--- config.mk ---
export PLATFORM = sky130hd
export DESIGN_NAME = n64_poll_scheduler
export DESIGN_NICKNAME = d
export VERILOG_FILES = /design/src/rtl/n64_poll_scheduler.sv
export SDC_FILE = /design/constraint.sdc
export NUM_CORES = 1
export LEC_CHECK = 0
export ABC_CLOCK_PERIOD_IN_PS = 3900
export BUFFER_PORTS_ARGS = -buffer_cell sky130_fd_sc_hd__buf_4
export CAP_MARGIN = 20
export CORE_MARGIN = 1.5
export CORE_UTILIZATION = 50
export CTS_CLUSTER_DIAMETER = 80
export DETAILED_ROUTE_END_ITERATION = 16
export PLACE_DENSITY_LB_ADDON = 0.1
export RECOVER_POWER = 50
export SLEW_MARGIN = 40
export SYNTH_ARGS = -nofsm -noshare
export SYNTH_HDL_FRONTEND = slang
export SYNTH_SLANG_ARGS = --single-unit
export TNS_END_PERCENT = 100
--- constraint.sdc ---
create_clock -name PCLK -period 3.9 [get_ports PCLK]
set_input_delay 0.585 -clock PCLK [delete_from_list [all_inputs] [get_ports PCLK]]
set_output_delay 0.585 -clock PCLK [all_outputs]
set_load 0.01 [all_outputs]
--- src/rtl/n64_poll_scheduler.sv ---
// ---------------------------------------------------------------------------
// n64_poll_scheduler
//
// Sequences the N64 serial interface. It opens periodic poll windows,
// runs controller reset pulses, recovers from no-response timeouts, and
// latches every received 32-bit button word for the APB register block.
//
// Optional build macro: N64_CHANGE_DETECT_EN
//   defined   : data_valid pulses only when the new word differs from the
//               held one. The first frame after PRESERN or CRESET always pulses.
//   undefined : data_valid pulses on every completed frame.
//
// Ports
//   PCLK             in   clock
//   PRESERN          in   asynchronous active-low reset
//   sched_enable     in   level, enables periodic polling
//   period           in   poll period in PCLK cycles, sampled on POLL entry
//   reset_req        in   pulse, request a controller reset
//   err_clear        in   pulse, clears timeout_err and overrun
//   frame_done       in   pulse, button_data_in is valid
//   button_data_in   in   button word from the serial interface
//   polling_enable   out  high throughout POLL
//   controller_reset out  high throughout CRESET
//   button_data      out  last latched button word
//   data_valid       out  one-cycle pulse when button_data updates
//   frame_count      out  completed frame count, wraps
//   timeout_err      out  sticky no-response flag
//   overrun          out  sticky, the period expired while in POLL
//   busy             out  high in POLL or CRESET
// ---------------------------------------------------------------------------
module n64_poll_scheduler #(
   parameter int PERIOD_W       = 24,
   parameter int TIMEOUT_CYCLES = 30000,
   parameter int RESET_HOLD     = 100,
   parameter int MIN_PERIOD     = 16
) (
   input  logic                PCLK,
   input  logic                PRESERN,
   input  logic                sched_enable,
   input  logic [PERIOD_W-1:0] period,
   input  logic                reset_req,
   input  logic                err_clear,
   input  logic                frame_done,
   input  logic [31:0]         button_data_in,
   output logic                polling_enable,
   output logic                controller_reset,
   output logic [31:0]         button_data,
   output logic                data_valid,
   output logic [15:0]         frame_count,
   output logic                timeout_err,
   output logic                overrun,
   output logic                busy
);

   localparam int TO_W   = $clog2(TIMEOUT_CYCLES + 1);
   localparam int HOLD_W = $clog2(RESET_HOLD + 1);

   typedef enum logic [1:0] {
      S_IDLE   = 2'd0,
      S_WAIT   = 2'd1,
      S_POLL   = 2'd2,
      S_CRESET = 2'd3
   } state_t;

   state_t              state_q, state_d;
   logic [PERIOD_W-1:0] per_cnt_q, per_cnt_d;
   logic [PERIOD_W-1:0] eff_period, reload_val;
   logic [TO_W-1:0]     to_cnt_q, to_cnt_d;
   logic [HOLD_W-1:0]   hold_cnt_q, hold_cnt_d;
   logic                pending_q, pending_d;
   logic                polling_enable_q, controller_reset_q, busy_q;
   logic                data_valid_q, timeout_err_q, overrun_q;
   logic [31:0]         button_data_q;
   logic [15:0]         frame_count_q;
   logic                latch, set_to, set_ov, dv_d;
   logic                period_expired, timeout_hit, hold_done, reset_wanted;
   logic                poll_entry, creset_entry, creset_exit;
`ifdef N64_CHANGE_DETECT_EN
   logic                seen_q, seen_d;
`endif

   always_comb begin
      eff_period     = (period < PERIOD_W'(MIN_PERIOD)) ? PERIOD_W'(MIN_PERIOD) : period;
      reload_val     = eff_period - PERIOD_W'(1);
      period_expired = (per_cnt_q == '0);
      timeout_hit    = (to_cnt_q == TO_W'(TIMEOUT_CYCLES - 1));
      hold_done      = (hold_cnt_q == HOLD_W'(RESET_HOLD - 1));
      reset_wanted   = pending_q | reset_req;

      state_d   = state_q;
      pending_d = pending_q;
      latch     = 1'b0;
      set_to    = 1'b0;
      set_ov    = 1'b0;

      case (state_q)
         S_IDLE: begin
            if (reset_req)         state_d = S_CRESET;
            else if (sched_enable) state_d = S_POLL;
         end
         S_WAIT: begin
            if (reset_req)           state_d = S_CRESET;
            else if (!sched_enable)  state_d = S_IDLE;
            else if (period_expired) state_d = S_POLL;
         end
         S_POLL: begin
            set_ov    = period_expired;
            // A reset request mid-transaction is deferred until POLL exits.
            pending_d = reset_wanted;
            if (frame_done) begin
               latch = 1'b1;
               if (reset_wanted)                       state_d = S_CRESET;
               else if (period_expired && sched_enable) state_d = S_POLL;
               else                                     state_d = S_WAIT;
            end else if (timeout_hit) begin
               set_to  = 1'b1;
               state_d = S_CRESET;
            end
         end
         default: begin
            if (hold_done) state_d = sched_enable ? S_WAIT : S_IDLE;
         end
      endcase

      // Back-to-back POLL after an overrun is a fresh entry as well.
      poll_entry   = (state_d == S_POLL) && ((state_q != S_POLL) || latch);
      creset_entry = (state_d == S_CRESET) && (state_q != S_CRESET);
      creset_exit  = (state_q == S_CRESET) && (state_d != S_CRESET);

      if (creset_entry) pending_d = 1'b0;

      per_cnt_d = per_cnt_q;
      if (poll_entry || creset_exit)
         per_cnt_d = reload_val;
      else if (((state_q == S_WAIT) || (state_q == S_POLL)) && !period_expired)
         per_cnt_d = per_cnt_q - PERIOD_W'(1);

      to_cnt_d = to_cnt_q;
      if (poll_entry)             to_cnt_d = '0;
      else if (state_q == S_POLL) to_cnt_d = to_cnt_q + TO_W'(1);

      hold_cnt_d = hold_cnt_q;
      if (creset_entry)             hold_cnt_d = '0;
      else if (state_q == S_CRESET) hold_cnt_d = hold_cnt_q + HOLD_W'(1);

`ifdef N64_CHANGE_DETECT_EN
      dv_d   = latch & (~seen_q | (button_data_in != button_data_q));
      seen_d = seen_q;
      if (latch)        seen_d = 1'b1;
      // Entering CRESET forgets history, even on the frame that triggered it.
      if (creset_entry) seen_d = 1'b0;
`else
      dv_d = latch;
`endif
   end

   always_ff @(posedge PCLK or negedge PRESERN) begin
      if (!PRESERN) begin
         state_q            <= S_IDLE;
         per_cnt_q          <= '0;
         to_cnt_q           <= '0;
         hold_cnt_q         <= '0;
         pending_q          <= 1'b0;
         polling_enable_q   <= 1'b0;
         controller_reset_q <= 1'b0;
         busy_q             <= 1'b0;
         data_valid_q       <= 1'b0;
         timeout_err_q      <= 1'b0;
         overrun_q          <= 1'b0;
         button_data_q      <= '0;
         frame_count_q      <= '0;
`ifdef N64_CHANGE_DETECT_EN
         seen_q             <= 1'b0;
`endif
      end else begin
         state_q            <= state_d;
         per_cnt_q          <= per_cnt_d;
         to_cnt_q           <= to_cnt_d;
         hold_cnt_q         <= hold_cnt_d;
         pending_q          <= pending_d;
         polling_enable_q   <= (state_d == S_POLL);
         controller_reset_q <= (state_d == S_CRESET);
         busy_q             <= (state_d == S_POLL) || (state_d == S_CRESET);
         data_valid_q       <= dv_d;
         // Setting a flag takes precedence over clearing it in the same cycle.
         timeout_err_q      <= (timeout_err_q & ~err_clear) | set_to;
         overrun_q          <= (overrun_q & ~err_clear) | set_ov;
         if (latch) begin
            button_data_q <= button_data_in;
            frame_count_q <= frame_count_q + 16'd1;
         end
`ifdef N64_CHANGE_DETECT_EN
         seen_q             <= seen_d;
`endif
      end
   end

   assign polling_enable   = polling_enable_q;
   assign controller_reset = controller_reset_q;
   assign busy             = busy_q;
   assign data_valid       = data_valid_q;
   assign timeout_err      = timeout_err_q;
   assign overrun          = overrun_q;
   assign button_data      = button_data_q;
   assign frame_count      = frame_count_q;

endmodule

==> results of run 1 <==
==> layer usage <==
layer | share of wire (%) | routed length, um | GRT usage [%] | vias to the layer above
met5 | 0 | 0 | 0 | -
met4 | 1.4 | 173 | 7.52 | 0
met3 | 4.4 | 534 | 3.83 | 14
met2 | 50 | 6090 | 36.9 | 119
met1 | 44 | 5430 | 29.3 | 2134
li1 | - | - | - | 2253
==> cell type report <==
type	instances	share of cell area, %
well taps	136	2.61
flip-flops and latches	103	39.5
inverters	14	0.805
clock inverters	4	0.824
repair buffers	125	12.7
clock buffers	11	2.32
multi-input cells	446	41.2
==> critical path: cells and delay by family (launching register included) <==
family          cells  cell delay [ps]
compound gates      3              520
xor+xnor            1              180
fa+ha+maj           2              550
buf+inv             3              510
flops               1              480
mux                 1               90
simple gates        5             1110
==> metrics by stage <==
step                      setup slack [ps]  utilization, %
final                                  325            62.7
after global placement                 280            61.7
after global routing                  1.86            62.7
after CTS                              293            63.7
after floorplan                        390               -
after detailed placement               235            61.7
==> power groups by stage <==
stage	registers (W)	clock network, W	logic, W
after floorplan	0.00183	0	0.00140
after global placement	0.00180	0	0.00211
after detailed placement	0.00182	0	0.00216
after CTS	0.00180	0.000727	0.00217
after global routing	0.00185	0.000767	0.00233
final	0.00180	0.000703	0.00207
==> cell usage after synthesis, types with 3 or more instances <==
| master | number | area [um2] |
|---|---|---|
| o21ai_0 | 32 | 160 |
| a21o_1 | 4 | 30.0 |
| and4_1 | 6 | 52.6 |
| nor3_1 | 12 | 60.1 |
| o31ai_1 | 3 | 22.5 |
| dfrtp_1 | 103 | 2580 |
| or4_1 | 6 | 45.0 |
| mux2i_1 | 6 | 60.1 |
| xor2_1 | 23 | 201 |
| xnor2_1 | 33 | 289 |
| nand3_1 | 18 | 90.1 |
| nand2_1 | 132 | 495 |
| ha_1 | 8 | 100 |
| nand4_1 | 14 | 87.6 |
| clkbuf_1 | 9 | 33.8 |
| buf_2 | 6 | 30.0 |
| o21a_1 | 3 | 22.5 |
| inv_1 | 14 | 52.6 |
| a31oi_1 | 6 | 37.5 |
| nor2b_1 | 4 | 25.0 |
| or3_1 | 15 | 93.8 |
| buf_1 | 3 | 11.3 |
| nor4_1 | 9 | 56.3 |
| nor2_1 | 39 | 146 |
| and2_1 | 3 | 18.8 |
| a21oi_1 | 22 | 110 |
==> registers in the layout (all words and copies together), names as in the netlist <==
signal and cells:
overrun 1, button_data 32, frame_count 16, per_cnt_q 24, to_cnt_q 15, busy 1
hold_cnt_q 7, state_q 2, pending_q 1, polling_enable 1, controller_reset 1, timeout_err 1
data_valid 1
==> worst paths after layout <==
check	startpoint	endpoint	slack, ps	cells after the start
max	state_q[0]	per_cnt_q[22]	320	15
min	button_data_in[26]	button_data[26]	390	3
max reg2reg	state_q[0]	per_cnt_q[22]	320	15
min reg2reg	button_data[6]	button_data[6]	480	2
max in group asynchronous	PRESERN	button_data[19]	1160	2
min in group asynchronous	PRESERN	button_data[9]	900	1
==> kinds of logic after synthesis <==
family,synth area share (%)
adder cells (fa/ha/maj),1.85
buffers and inverters,2.77
multiplexers,1.32
flip-flops,47.6
AO/OA/AOI/OAI,10.4
XOR/XNOR,9.05
AND/OR/NAND/NOR,27.0
==> out/qor.yml, run 1 <==
finish:
  stdcell_count: 839
  final_common_cell: "nand2_1"
  areaGrowthSynthToFinish_pct: 20.5
  nets: 769
  layout-drive-gt1-share_pct: 19.3
  fillCellCount: 927
  multi_input_area_mm2: 0.00269
  final_cell_mix: "nand2_1, dfrtp_1, buf_4"
  ff_latch_area_mm2: 0.00258
  fin_area_mm2: 0.00653
  n_antenna_cell: 0
sta:
  rsz0062_at_grt: "false"
  setup_violations: 0
  drv_slew: 45
  skew_ps: 12.7
  min_period_over_period_pct: 91.7
  slew_headroom_pct: -55.1
  whs_ps: 385
  worst-slew-pin-transition_ps: 2330
  finalWorstPathRequiredPeriod_ps: 3580
  hold_viol_final: 0
  fmaxAchievable_mhz: 280
  fin_tns_setup_ps: 0
cts:
  cts_tree: "done"
  clk_pin_slew_ps: 100
  cts-buffers-inserted: 9
  cts.sinks: 103
  htree_levels: 3
  hold_buffers: 0
  worstSkewPairLatency_ps: 380
  post-cts-setup-buffers: 0
  clockBufferDepth: 2
  root_buffer: "clkbuf_8"
  cts_resized: 0
power:
  pwr-share-comb_pct: 45.2
  p_per_area_mw_per_mm2: 700
  p_sw_share_pct: 42.6
  p_seq_share_pct: 39.4
  p_clk_share_pct: 15.4
  intPower_w: 0.00262
  p_leak_nw: 2.96
  totalPowerFinal_w: 0.00457
  vdd_drop_max_mv: 0.329
  p_sw_w: 0.00195
synthesis:
  synth_edf_count: 0
  avgSynthCellArea_um2: 9.29
  ys_async_sr_fraction_pct: 100
  synth_flop_cell: "dfrtp_1"
  syn_inst: 583
  ys_seq_elements: 103
  syn_area_mm2: 0.00542
  ys_seq_area_share_pct: 47.6
  yosys_warnings: 0
  synth_cell_type_count: 64
  syn_nets: 653
placement:
  io_buffers: 115
  hpwl_um: 9090
  dpl_cell_area_mm2: 0.00643
  placedCellCount: 824
  gp_congestion: 0.845
global_routing:
  grt_max_degree: 45
  grt.total_usage_pct: 22.2
  grt_pass1_vias: 4316
  grt_pass1_wl_um: 20300
  grt_antenna_before_repair: 0
  overflow: 0
outcome:
  status: "finished, violations left"
  violations: "capacitance limit, slew limit"
critical_path:
  critPathKind: "reg -> reg"
  timing.critical_path.slowest_stage_cell: "dfrtp_1"
  required_ps: 4150
  path_max_fanout: 8
  cpPeakStageDelay_ps: 480
  arrival_ps: 3830
  crit_path_end_kind: "flop"
  start_kind: "flop"
  path_cells: "inv_1, ha_1, and4b_1, nand4_1, and4_1, a21oi_1, a21o_1, buf_4, a31oi_1, ha_2, nand4_1, buf_4, nor4_1, xnor2_1, mux2i_1"
die:
  start_util_pct: 52.0
  pin_count: 116
  die_w_um: 107
  fp.coreArea_mm2: 0.0104
  die_area_mm2: 0.0115
  dieHeight_um: 107
  rows: 37
drt:
  final_antenna_net_count: 0
  drt_wl_total_um: 12200
  first_pass_iters: 4
  vias: 4520
  drc_errors: 0
  drt_iter0_markers: 219
  wl_per_cell_um: 14.6
  vias_per_cell: 5.39
hold_path:
  hold_class: "in -> reg"
job:
  maxCapViolations: 1
(Power assumes the default switching activity.)
==> run 2, diff against run 1 <==
Settings changed: ABC_AREA from default to 1.
==> run 2 against run 1 <==
  * The run still ends with capacitance limit, slew limit left
  * Routed wire length grew 15%
  * Clock-buffer cell count is the same
  * Sequential power shrank 3%
  * Combinational power grew 73%
  * Global-route usage grew 1.6 points
  * Final cell count grew 24%
  * Highest routed layer unchanged
  * Sequential share of layout area shrank 2.2 points
==> out/qor.yml, run 2 <==
outcome:
  violations: "capacitance limit, slew limit"
  status: "finished, violations left"
synthesis:
  yosys_warnings: 0  # unchanged
  yosysTopAreaCellShare_pct: 44.7  # -2.9 points
  synthTopCellsByCount: "nand2_1, dfrtp_1, inv_1"
  avgSynthCellArea_um2: 7.43  # -20%
  synth_cell_type_count: 38  # -41%
  synth.most_common_cell: "nand2_1"
  syn_area_mm2: 0.00577  # +6.4%
  synth_flop_cell: "dfrtp_1"
  ys_seq_area_share_pct: 44.7  # -2.9 points
  ys_async_sr_fraction_pct: 100  # unchanged
  syn_nets: 846  # +30%
  ys_seq_elements: 103  # unchanged
  syn_inst: 776  # +33%
  ys_top_cells_by_area: "dfrtp_1, nand2_1, nand3_1"
  synth_edf_count: 0  # unchanged
  yosysTopAreaCell: "dfrtp_1"
global_routing:
  grt.total_usage_pct: 23.8  # +1.6 points
  grt_pass1_vias: 5165  # +20%
  grt_max_degree: 44  # -2.2%
  overflow: 0  # unchanged
  grt_antenna_before_repair: 0  # unchanged
  grt_pass1_wl_um: 23800  # +17%
power:
  p_clk_share_pct: 13.9  # -1.5 points
  p_leak_nw: 3.56  # +20%
  p_per_area_mw_per_mm2: 895  # +28%
  totalPowerFinal_w: 0.00619  # +35%
  p_sw_w: 0.00305  # +57%
  p_seq_share_pct: 28.2  # -11 points
  pwr-share-comb_pct: 57.9  # +13 points
  p_sw_share_pct: 49.4  # +6.7 points
  vdd_drop_max_mv: 0.601  # +83%
  intPower_w: 0.00313  # +19%
cts:
  cts.sinks: 103  # unchanged
  root_buffer: "clkbuf_16"
  hold_buffers: 0  # unchanged
  clockBufferDepth: 2  # unchanged
  cts_tree: "done"
  cts-buffers-inserted: 9  # unchanged
  worstSkewPairLatency_ps: 350  # -30 ps
  cts_resized: 0  # unchanged
  post-cts-setup-buffers: 0  # unchanged
  htree_levels: 3  # unchanged
  clk_pin_slew_ps: 70  # -30 ps
sta:
  rsz0062_at_grt: "false"
  hold_viol_final: 0  # unchanged
  finalWorstPathRequiredPeriod_ps: 3430  # -142 ps
  worst-slew-pin-transition_ps: 1840  # -489 ps
  min_period_over_period_pct: 88.0  # -3.6 points
  slew_headroom_pct: -22.5  # +33 points
  drv_slew: 36  # -20%
  skew_ps: 8.43  # -4.23 ps
  fin_tns_setup_ps: 0  # unchanged
  fmaxAchievable_mhz: 291  # +4.1%
  setup_ws_ps: 466  # +142 ps
  setup_violations: 0  # unchanged
critical_path:
  arrival_ps: 3680  # -150 ps
  required_ps: 4140  # about the same
  critPathKind: "reg -> reg"
  crit_path_end_kind: "flop"
  path_max_fanout: 22  # +14
  start_kind: "flop"
placement:
  placedCellCount: 1021  # +24%
  gp_congestion: 0.911  # +7.9%
  pre_cts_ws_ps: 510  # +276 ps
  io_buffers: 115  # unchanged
  hpwl_um: 10500  # +16%
finish:
  largest_register_ffs: 32  # unchanged
  final_common_cell: "nand2_1"
  fin_util_pct: 61.1  # -1.6 points
  areaGrowthSynthToFinish_pct: 19.9
  nets: 959  # +25%
  n_antenna_cell: 0  # unchanged
  layout-drive-gt1-share_pct: 17.6  # -1.8 points
  stdcell_count: 1037  # +24%
  fillCellCount: 1021  # +10%
  final_cell_mix: "nand2_1, dfrtp_1, buf_4"
drt:
  first_pass_iters: 5  # +1
  wl_per_cell_um: 13.6  # -7.1%
  vias_per_cell: 5.22  # -3.1%
  drt_wl_total_um: 14100  # +15%
  top_layer_used: "met4"
  vias: 5415  # +20%
  final_antenna_net_count: 0  # unchanged
  drt_iter0_markers: 308  # +41%
  met2_length_um: 6730  # +10%
  met1_length_um: 6070  # +12%
  dr_wl_met3_um: 980  # +84%
  drc_errors: 0  # unchanged
hold_path:
  hold_class: "in -> reg"
die:
  start_util_pct: 51.0  # -1.1 points
  dieHeight_um: 110  # +3.1%
  die_area_mm2: 0.0122  # +6.3%
  die_w_um: 110  # +3.1%
  pin_count: 116  # unchanged
  rows: 39  # +5.4%
  fp.coreArea_mm2: 0.0113  # +8.7%
job:
  maxCapViolations: 1  # unchanged
==> run 2: cell count changes after synthesis, moves of 12 or more <==
cell / delta
inv_1: +66
nand2_1: +137
nand2_2: +12
nand3_1: +50
nor2_1: +19
or3_1: -15
xnor2_1: -26
xor2_1: -13
==> run 2: critical path, stage by stage, from the launching register on <==
cell     delay [ps]
dfrtp_1         430
inv_1           160
ha_1            250
inv_2            80
nor2_2          120
nand4_1         110
nor2_1          160
nor2_1           70
nand3_2          90
nand2_1          60
nand2_2         100
nand2_4          80
nand2_4         100
nand2_4         170
nand3_1         130
nand2_1         120
inv_1            90
ha_1            170
nand2_1         130
nor2_4          130
nand2_1         140
nor2_1          180
nand3_1         100
nand3_1         100
nand2_1          50
==> run 2: area by class of cell <==
class | instances | area, um2 | area share [%]
multi-input cells | 564 | 2720 | 39.4
clock inverters | 5 | 41.3 | 0.597
inverters | 87 | 327 | 4.72
repair buffers | 124 | 823 | 11.9
flip-flops and latches | 103 | 2580 | 37.3
well taps | 143 | 179 | 2.59
clock buffers | 11 | 243 | 3.51
==> run 2: logic make-up (layout without fill, tap and decap cells) <==
family / count (synthesis) / after routing / share of synthesized area (%)
AOI/OAI and AO/OA: 67 / 67 / 6.14
DFF: 103 / 103 / 44.7
xor gates and xnor gates: 17 / 17 / 2.58
buffers and inverters: 109 / 227 / 8.05
and+or+nand+nor: 471 / 471 / 36.6
muxes: 1 / 1 / 0.195
adders and majority gates: 8 / 8 / 1.74
==> run 2: path summary, 6_finish.rpt <==
check	from	end	slack, ps	cells after the start
worst max-delay path	state_q[0]	per_cnt_q[20]	470	24
worst min-delay path	button_data_in[22]	button_data[22]	430	3
worst max register to register	state_q[0]	per_cnt_q[20]	470	24
worst min register to register	frame_count[15]	frame_count[15]	470	1
max in group asynchronous	PRESERN	button_data[19]	1010	2
min in group asynchronous	PRESERN	to_cnt_q[3]	550	1
==> run 2: power groups by stage <==
stage | Sequential (W) | Combinational [W] | Clock [W]
floorplan | 0.00178 | 0.00264 | 0
global placement | 0.00174 | 0.00356 | 0
detailed placement | 0.00175 | 0.00365 | 0
CTS | 0.00174 | 0.00366 | 0.000884
global route | 0.00178 | 0.00405 | 0.000930
finish | 0.00174 | 0.00358 | 0.000859
==> run 2: per-stage QoR <==
stage | area (um2) | hold slack, ps
6_report | 6910 | 425
5_1_grt | 6910 | 415
2_1_floorplan | 5770 | 289
3_5_place_dp | 6740 | 467
4_1_cts | 7020 | 144
3_3_place_gp | 6740 | 463
==> run 2: layer usage <==
layer,up-vias,GRT usage (%)
li1,2680,-
met1,2519,30.8
met2,187,38.8
met3,29,6.31
met4,0,8.55
met5,-,0
==> run 3, diff against run 2 <==
--- a/config.mk
+++ b/config.mk
@@ -10,3 +10,2 @@
 export BUFFER_PORTS_ARGS = -buffer_cell sky130_fd_sc_hd__buf_4
-export CAP_MARGIN = 20
 export CORE_MARGIN = 1.5
@@ -17,2 +16,3 @@
 export RECOVER_POWER = 50
+export REMOVE_ABC_BUFFERS = 1
 export SLEW_MARGIN = 40
==> constraint.sdc (replaced) <==
create_clock -name PCLK -period 3.9 [get_ports PCLK]
set_input_delay 0.195 -clock PCLK [delete_from_list [all_inputs] [get_ports PCLK]]
set_output_delay 0.195 -clock PCLK [all_outputs]
set_load 0.01 [all_outputs]
==> run 3 against run 2 <==
  * The run still ends with capacitance limit, slew limit left
  * Final cell count is 0.19% lower
  * Worst hold slack worse by 390 ps
  * First-iteration DRC count grew 27%
  * Sequential power barely moved
  * Clock-buffer cell count shrank 1
  * Register-to-register slack worse by 90 ps
  * Largest power group unchanged
==> out/qor.yml, run 3 (synthesis gave the netlist of run 2 again) <==
power:
  p_sw_w: 0.00305  # -0.27%
  p_seq_share_pct: 27.9  # -0.3 points
  p_per_area_mw_per_mm2: 904  # +1.1%
  p_leak_nw: 3.51  # -1.5%
  vdd_drop_max_mv: 0.569  # -5.3%
  intPower_w: 0.00319  # +1.8%
  p_clk_share_pct: 15.3  # +1.4 points
  pwr-share-comb_pct: 56.8  # -1.1 points
  p_sw_share_pct: 48.9  # -0.50 points
job:
  maxCapViolations: 1  # unchanged
placement:
  hpwl_um: 10500  # -0.53%
  placedCellCount: 1019  # -0.20%
  gp_congestion: 0.923  # +1.3%
  io_buffers: 115  # unchanged
cts:
  cts-buffers-inserted: 9  # unchanged
  post-cts-setup-buffers: 0  # unchanged
  clockBufferDepth: 2  # unchanged
  clk_pin_slew_ps: 70  # about the same
  worstSkewPairLatency_ps: 350  # about the same
  root_buffer: "clkbuf_16"
  cts.sinks: 103  # unchanged
  htree_levels: 3  # unchanged
  cts_tree: "done"
global_routing:
  grt_antenna_before_repair: 0  # unchanged
  grt.total_usage_pct: 24.7  # +0.87 points
  overflow: 0  # unchanged
  grt_pass1_vias: 5251  # +1.7%
  grt_max_degree: 87  # +98%
  grt_pass1_wl_um: 24600  # +3.6%
sta:
  whs_ps: 38.2  # -387 ps
  min_period_over_period_pct: 90.4  # +2.4 points
  setup_violations: 0  # unchanged
  hold_viol_final: 0  # unchanged
  finalWorstPathRequiredPeriod_ps: 3530  # +92.5 ps
  worst-slew-pin-transition_ps: 2100  # +259 ps
  slew_headroom_pct: -39.8  # -17 points
  drv_slew: 87  # +140%
  skew_ps: 6.86  # -1.57 ps
  rsz0062_at_grt: "false"
  fmaxAchievable_mhz: 284  # -2.6%
critical_path:
  cpPeakStageDelay_ps: 420  # about the same
  crit_path_end_kind: "flop"
  required_ps: 4140  # about the same
  critPathKind: "reg -> reg"
  start_kind: "flop"
  timing.critical_path.slowest_stage_cell: "dfrtp_1"
  r2r_slack_ps: 370  # -90 ps
  path_max_fanout: 30  # +36%
  arrival_ps: 3770  # +90 ps
  path_cells: "inv_1, ha_1, inv_2, nor2_2, nand4_1, nor2_1, nor2_1, nand3_1, nand2_2, nand2_4, nand2_4, nand2_4, nand2_8, nand3_1, nand2_1, inv_1, ha_1, nand2_1, nor2_4, nand2_1, nor2_4, nand3_1, nand3_1, nand2_1"
outcome:
  violations: "capacitance limit, slew limit"
  status: "finished, violations left"
finish:
  largest_register_ffs: 32  # unchanged
  fillCellCount: 1054  # +3.2%
  final_common_cell: "nand2_1"
  layout-drive-gt1-share_pct: 15.8  # -1.8 points
  ff_latch_area_mm2: 0.00258  # unchanged
  stdcell_count: 1035  # -0.19%
  final_cell_mix: "nand2_1, dfrtp_1, inv_1"
  areaGrowthSynthToFinish_pct: 19.5
  fin_util_pct: 60.9  # -0.20 points
  multi_input_area_mm2: 0.00274  # +0.51%
  n_antenna_cell: 0  # unchanged
  nets: 958  # -0.10%
drt:
  drt_iter0_markers: 391  # +27%
  drc_errors: 0  # unchanged
  wl_per_cell_um: 13.8  # +1.6%
  first_pass_iters: 6  # +1
  vias_per_cell: 5.16  # -1.2%
  drt_wl_total_um: 14200  # +1.4%
  vias: 5340  # -1.4%
  final_antenna_net_count: 0  # unchanged
die:
  pin_count: 116  # unchanged
  die_w_um: 110  # unchanged
  die_area_mm2: 0.0122  # unchanged
  fp.coreArea_mm2: 0.0113  # unchanged
  dieHeight_um: 110  # unchanged
  start_util_pct: 51.0  # unchanged
  rows: 39  # unchanged
hold_path:
  hold_class: "in -> reg"
## run 3: changes by cell type in the layout (fill, tap and decap cells not counted), sizes merged
| cell | previous run | this run |
|---|---|---|
| clkinv | 3 | 2 |
| bufinv | 0 | 2 |
| inv | 87 | 86 |
| clkbuf | 40 | 55 |
| dlygate4sd3 | 0 | 1 |
| buf | 95 | 77 |
## run 3: stage by stage
stage | total power [W] | instance area [um2] | setup WS [ps] | setup TNS, ps
finish | 0.00623 | 6890 | 374 | 0
global route | 0.00683 | 6890 | 5.60 | 0
CTS | 0.00636 | 7050 | 297 | 0
detailed placement | 0.00537 | 6730 | 327 | 0
global placement | 0.00527 | 6730 | 531 | 0
floorplan | 0.00419 | 5630 | -752 | -14470
## run 3: final timing paths
path / cells after the start / end / startpoint
max: 24 / per_cnt_q[18] / state_q[0]
min: 3 / button_data[0] / button_data_in[0]
max reg2reg: 24 / per_cnt_q[18] / state_q[0]
min reg2reg: 1 / frame_count[15] / frame_count[15]
max in group asynchronous: 3 / state_q[0] / PRESERN
min in group asynchronous: 2 / frame_count[8] / PRESERN
## run 3: cell type report
cell class / instances / area share, %
clock inverters: 5 / 1.22
clock buffers: 10 / 3.32
inverters: 87 / 4.74
multi-input cells: 564 / 39.7
well taps: 143 / 2.60
flip-flops and latches: 103 / 37.4
repair buffers: 123 / 11.0
## run 3: what timing repair did
action                                 in CTS  in global routing
gates resized for setup                     0                  2
hold buffers                                1                  0
endpoints found under the hold margin      85                  0
setup endpoints to repair                   0                  7
## run 3: routing by layer
layer | track usage (%) | routed length [um] | vias up
li1 | - | - | 2675
met1 | 32.8 | 6360 | 2495
met2 | 40.0 | 6800 | 149
met3 | 5.93 | 778 | 21
met4 | 7.95 | 308 | 0
met5 | 0 | 0 | -
## run 3: critical path: cells and delay by family (launching register included)
family                   cells  cell delay [ps]
buffers and inverters        3              320
AND/OR/NAND/NOR             19             2260
adder cells (fa/ha/maj)      2              420
flip-flops                   1              420
## run 3: power by group through the flow
stage	sequential, W	clock (W)	combinational, W
floorplan	0.00178	0	0.00241
global placement	0.00173	0	0.00354
detailed placement	0.00175	0	0.00362
CTS	0.00173	0.000983	0.00365
global route	0.00178	0.00103	0.00402
finish	0.00174	0.000954	0.00354
